<file path="src/rtl/mux_pkg.sv">
// Shared types and helpers for the round-robin output multiplexer.
package mux_pkg;

   typedef enum logic {RR = 1'b0, FIXED = 1'b1} rr_mode_e;

   // Index width that stays at least one bit wide for tiny channel counts.
   function automatic int sel_w(input int n);
      return (n < 2) ? 1 : $clog2(n);
   endfunction

endpackage

</file>
<file path="src/rtl/rr_arbiter_n.sv">
// One-hot grant from a request vector: round-robin after `last` or lowest index first.
module rr_arbiter_n
   import mux_pkg::*;
#(
   parameter  int N_CH = 4,
   localparam int SELW = sel_w(N_CH)
) (
   input  logic [N_CH-1:0] req,
   input  logic [SELW-1:0] last,
   input  rr_mode_e        mode,
   output logic [N_CH-1:0] grant,
   output logic [SELW-1:0] idx
);

   logic            found;
   logic [SELW-1:0] cand;

   // Walk candidates in priority order; the modulo keeps indices below N_CH.
   always_comb begin
      grant = '0;
      idx   = '0;
      found = 1'b0;
      cand  = '0;
      for (int k = 0; k < N_CH; k++) begin
         if (mode == FIXED) cand = SELW'(k);
         else               cand = SELW'((int'(last) + 1 + k) % N_CH);
         if (!found && req[cand]) begin
            found       = 1'b1;
            idx         = cand;
            grant[cand] = 1'b1;
         end
      end
   end

endmodule

</file>
<file path="src/rtl/rr_mux_n.sv">
// N-channel registered mux: arbitrated valid/ready inputs feed one output register.
module rr_mux_n
   import mux_pkg::*;
#(
   parameter  int N_CH = 4,
   parameter  int DW   = 8,
   localparam int SELW = sel_w(N_CH)
) (
   input  logic                 clk,
   input  logic                 rst,
   input  logic [N_CH-1:0]      in_valid,
   input  logic [N_CH*DW-1:0]   in_data,
   output logic [N_CH-1:0]      in_ready,
   input  logic                 mode,
   output logic                 out_valid,
   output logic [DW-1:0]        out_data,
   output logic [SELW-1:0]      out_sel,
   input  logic                 out_ready
);

   logic [SELW-1:0] last;
   logic [N_CH-1:0] grant;
   logic [SELW-1:0] gidx;
   logic            load;
   logic            xfer;

   rr_arbiter_n #(.N_CH(N_CH)) u_arb (
      .req   (in_valid),
      .last  (last),
      .mode  (rr_mode_e'(mode)),
      .grant (grant),
      .idx   (gidx)
   );

   assign load     = !out_valid || out_ready;
   assign in_ready = rst ? '0 : (grant & {N_CH{load}});
   // Grant is already a subset of in_valid, so any ready bit is a transfer.
   assign xfer     = |in_ready;

   always_ff @(posedge clk) begin
      if (rst) begin
         out_valid <= 1'b0;
         out_data  <= '0;
         out_sel   <= '0;
         last      <= SELW'(N_CH - 1);
      end else if (xfer) begin
         out_valid <= 1'b1;
         out_data  <= in_data[int'(gidx)*DW +: DW];
         out_sel   <= gidx;
         last      <= gidx;
      end else if (out_valid && out_ready) begin
         out_valid <= 1'b0;
      end
   end

endmodule
</file>
<file path="config.mk">
export PLATFORM = sky130hd
export DESIGN_NAME = rr_mux_n
export DESIGN_NICKNAME = d
export VERILOG_FILES = /design/src/rtl/mux_pkg.sv /design/src/rtl/rr_arbiter_n.sv /design/src/rtl/rr_mux_n.sv
export SDC_FILE = /design/constraint.sdc
export NUM_CORES = 1
export LEC_CHECK = 0
export CORE_UTILIZATION = 36
export DETAILED_ROUTE_END_ITERATION = 7
export PLACE_DENSITY = 0.86
export REMOVE_ABC_BUFFERS = 1
export SLEW_MARGIN = 15
export SYNTH_ARGS = -nofsm -noshare
export SYNTH_HDL_FRONTEND = slang
export SYNTH_SLANG_ARGS = --single-unit
</file>
<file path="constraint.sdc">
create_clock -name clk -period 2.2 [get_ports clk]
set_input_delay 0.33 -clock clk [delete_from_list [all_inputs] [get_ports clk]]
set_output_delay 0.33 -clock clk [all_outputs]
set_load 0.01 [all_outputs]
</file>
======== Yosys cells after proc, flatten, opt, wreduce, memory -nomap -nowiden ========
Index checks and enable logic that the tools add are counted.
word-level totals
  flip-flop bits (word level) ............. 13
  output and inout bits ................... 15
  word-level logic and storage cells ...... 70
operators by class
  bitwise logic cells ..................... 4
  mux-type cells .......................... 34
  shift-type cells ........................ 1
  magnitude comparators ................... 8
  reduce and logical (&&, ||, !) cells .... 15
  $add $sub $neg .......................... 4
operators with widths
  kind                   count
  $shiftx A32 B6 Y8      1
  $mux W4                5
  $mux W2                8
  $mux W1                13
  $lt A2 B3 Y1 const B   4
  $or A4 B4 Y4           3
  $bmux W1 S2            4
  $demux W1 S2           4
  $ge A2 B1 Y1 const B   4
  $logic_and A1 B1 Y1    8
  $add A2 B1 Y2 const B  2
  $add A2 B2 Y2 const B  2
  $and A4 B4 Y4          1
  $logic_not A1 Y1       4
  $reduce_or A4 Y1       1
  $reduce_bool A2 Y1     1
  $logic_or A1 B1 Y1     1

======== Logic depth before layout (Yosys ltp) ========
  word-level depth ........................ 18
  mapped depth ............................ 9

======== Cells and area by module ========
Synthesis repeated with hierarchy kept, for this count alone.
unflattened totals
  cell total of the unflattened synthesis .. 135
  area total of the unflattened synthesis .. 1212.4 um2
modules (own cells, without submodules)
  module        times used  area each (um2)  cells each
  rr_mux_n      1           769.5            73
  rr_arbiter_n  1           442.9            62

======== Least setup slack after synthesis ========
No wires, ideal clock.
  path kind ............................... input -> register
  start ................................... input port mode
  end ..................................... register out_data[0]
  library setup time ...................... 121 ps
  buffers on the path ..................... 2
  cell stages on the path ................. 8
  arrival time ............................ 2225 ps
  slack ................................... -146 ps
  cells stage by stage .................... buf_6 -> or2_0 -> buf_2 -> a211o_1 -> a21o_1 -> nand3_2 -> mux4_1 -> mux2_2
between the ends
  longest elaborated chain between the ends .. 16
  elaborated cells on any way between the ends .. 56
ends and longest elaborated chain
  what                                                                   RTL line        source
  start: declaration                                                     rr_mux_n.sv:14  input logic mode,
  parallel branches: the longest is 16 deep, another holds $lt A2 B3 Y1  --
  end signal: assignment                                                 rr_mux_n.sv:48  out_data <= in_data[int'(gidx)*DW +: DW];
  end: declaration                                                       rr_mux_n.sv:16  output logic [DW-1:0] out_data,
Parallel ways; which one is timed is not known. The select of a mux whose other input is x is not followed.
A chain may end at the register's enable or synchronous reset.

======== Final worst setup path ========
  start ................................... register last[0]
  end ..................................... register out_data[4]
between the ends
  longest elaborated chain between the ends .. 17
  elaborated cells on any way between the ends .. 60
ends and longest elaborated chain
  what                                                                   RTL line            source
  start: declaration                                                     rr_mux_n.sv:21      logic [SELW-1:0] last;
  start signal: assignment                                               rr_mux_n.sv:45      last <= SELW'(N_CH - 1);
  start signal: assignment                                               rr_mux_n.sv:50      last <= gidx;
  $add A2 B1 Y2 *                                                        rr_arbiter_n.sv:26  else cand = SELW'((int'(last) + 1 + k) % N_CH);
  parallel branches: the longest is 16 deep, another holds $lt A2 B3 Y1  --
Every way passes the cells marked *. The select of a mux whose other input is x is not followed.

==> metrics.csv <==
metric,value,unit
status,finished with violations,
violations,"design-rule violations, negative setup slack",
rows,19,
fill_cells,176,
wl,4.62,mm
required,2370,ps
synth.distinct_cells,43,
layout.nets,258,
combPwrFrac,60.2,%
drtIter0Drc,56,
p_sw,0.410,mW
holdPathStages,2,
switching_share,34.4,%
p_per_area,547,nW/um^2
seq_area_frac_synth,23.1,%
mostFrequentLayoutCells,"clkdlybuf4s50_1, buf_4, nor2b_1, dfxtp_1, mux4_2",
max_stage_delay,530,ps
synthMuxAreaShare,27.8,%
end_kind,flip-flop,
cts_hold_buf,0,
yosys_warnings,0,
synthXorXnorAreaFrac,0,%
crit_family,multiplexers,
diodes,0,
multi_input_area,942,sq um
synth_edf_count,0,
power_leakage,0.909,nW
hp-start,out_sel[0]$_SDFFE_PP0P_,
p_int,0.782,mW
chipWidth,57.9,um
drc,2,
rr_startpoint,last[0]$_SDFFE_PP1P_,
final_area,2180,sq um
fp.dieH,57.9,um
rrSetupSlack,-30,ps
grt_pass1_vias,1500,
slowest_stage,mux4_2,
postPlaceCellArea,1940,sq um
ir_worst_vdd,0.451,mV
min_period,2230,ps
crit_type,flip-flop to flip-flop,
syn_area,1120,sq um
via_count,1433,
rsz0062_at_grt,yes,
synth_top_family_by_area,multiplexers,
io-pin-count,55,
dieArea,3350,sq um
regArea,265,sq um
cts_tree,yes,
track_usage,27.9,%
cp-startpoint,last[0]$_SDFFE_PP1P_,
ys.flop_type,dfxtp_1,
fin_skew,12.4,ps
fmax,0.447,GHz
routed_via_density,5.78,
grt_antenna_before_repair,0,
first_pass_iters,6,
cp-start-kind,flip-flop,
syn_to_final_growth,93.7,%
p_total,1.19,mW
core-area,2850,sq um
grt_overflow,0,
setup_viol,3,
worstReg2RegEnd,out_data[4]$_SDFFE_PP0P_,
start_util,39.4,%
crit_chain,or2_4 > a211o_1 > a21o_4 > nand3_4 > mux4_2 > mux2_4,
clockRootBuffer,clkbuf_4,
syn_inst,119,
synth_compound_area_share,22.6,%
synth-simple-area-share,19.9,%
power.share.clock,13.0,%
port-buffer-count,54,
postRouteAntennaNets,0,
grt_max_degree,12,
max_slew_margin,75.8,%
rr_worst_depth,6,
arrival,2400,ps
cts_max_path_buffers,2,
clk_pin_slew,90,ps
synthAdderAreaFrac,0,%
globalplace.congestion,0.974,
h-tree-depth,1,
worst-path-buf-inv,0,
async_flop_share,0,%
min_to,out_sel[0]$_SDFFE_PP0P_,
tightest_slew,362,ps
syn_avg_cell_area,9.45,sq um
grt_pass1_wl,6.95,mm
cts_made_buffers,3,
seqPwrFrac,26.8,%
setup_ws,-34.6,ps
ys_ff_latch,13,
wire_per_inst,18.6,um
drive_above_1_share,46.1,%
final_common_cell,clkdlybuf4s50_1,
hpwl,2.87,mm
drv_cap,0,
fin_crit_sh,102,%
critPathMaxFanout,5,
hold_path.class,flip-flop to flip-flop,
hold_viol,0,
drv_slew,0,
cts_sinks,13,
clock_latency,290,ps
-- Yosys cell counts, types with 2 or more instances --
cell	instances	area, sq um
dfxtp_1	13	260
nor2b_1	13	81.3
a21oi_1	10	50.1
mux2_2	8	90.1
inv_1	6	22.5
mux4_1	6	158
nand2_1	6	22.5
nor2_1	6	22.5
o21ai_0	4	20.0
clkbuf_1	3	11.3
o31ai_1	3	22.5
a211oi_1	2	15.0
a32oi_1	2	17.5
buf_2	2	10.0
buf_6	2	22.5
mux2i_1	2	20.0
mux4_2	2	45.0
nand2b_1	2	12.5
nor3_1	2	10.0
nor4_1	2	12.5
-- kinds of logic after synthesis --
| family | Yosys count |
|---|---|
| AO/OA/AOI/OAI | 35 |
| buffers and inverters | 14 |
| flip-flops | 13 |
| multiplexers | 18 |
| AND/OR/NAND/NOR | 39 |
-- power groups by stage --
stage	Clock, mW	Combinational [mW]	Sequential (mW)
2_1_floorplan	0	0.232	0.338
3_3_place_gp	0	0.559	0.318
3_5_place_dp	0	0.575	0.321
4_1_cts	0.152	0.663	0.319
5_1_grt	0.173	0.752	0.324
6_report	0.155	0.717	0.320
-- per-layer routing --
metal	wire (um)	global-route usage (%)	vias to the layer above
met4	117	12.6	0
met3	273	4.69	15
li1	-	-	651
met5	0	0	-
met1	1730	30.2	688
met2	2500	52.7	79
-- worst max path at each step --
stage                                    end  slack, ps  cells past startpoint
floorplan           out_data[0]$_SDFFE_PP0P_        -50                      6
global placement    out_data[2]$_SDFFE_PP0P_       -600                      7
detailed placement  out_data[3]$_SDFFE_PP0P_       -690                      7
CTS                 out_data[3]$_SDFFE_PP0P_        -60                      6
global route        out_data[3]$_SDFFE_PP0P_        -80                      6
finish              out_data[4]$_SDFFE_PP0P_        -30                      6
-- stage by stage --
stage	setup WS (ps)	setup TNS, ps	hold WS (ps)	cells	util [%]
2_1_floorplan	-54.7	-342	399	111	-
3_3_place_gp	-598	-8000	490	234	67.9
3_5_place_dp	-691	-9290	497	234	67.9
4_1_cts	-62.9	-521	509	244	74.5
5_1_grt	-79.5	-434	546	248	76.4
6_report	-34.6	-55.9	526	248	76.4
-- worst register-to-register path: stages, from the launching register on --
cell     delay (ps)
dfxtp_2         350
or2_4           250
a211o_1         310
a21o_4          250
nand3_4         140
mux4_2          530
mux2_4          280
-- area by class of cell --
| class | count | share of cell area, % |
|---|---|---|
| flip-flops and latches | 13 | 12.2 |
| multi-input cells | 93 | 43.3 |
| repair buffers | 101 | 40.6 |
| inverters | 6 | 1.03 |
| clock buffers | 4 | 1.21 |
| well taps | 31 | 1.78 |
-- flip-flops by register name (all words and copies together) (netlist names) --
register,cells
out_sel,2
out_valid,1
last,2
out_data,8
-- what timing repair did --
item / 4_1_cts / 5_1_grt
setup buffers: 5 / 4
pin swaps: 8 / 9
gates cloned: 1 / 0
setup endpoints to repair: 16 / 15
resized for setup: 58 / 16
Power figures use the tool's default switching activity.
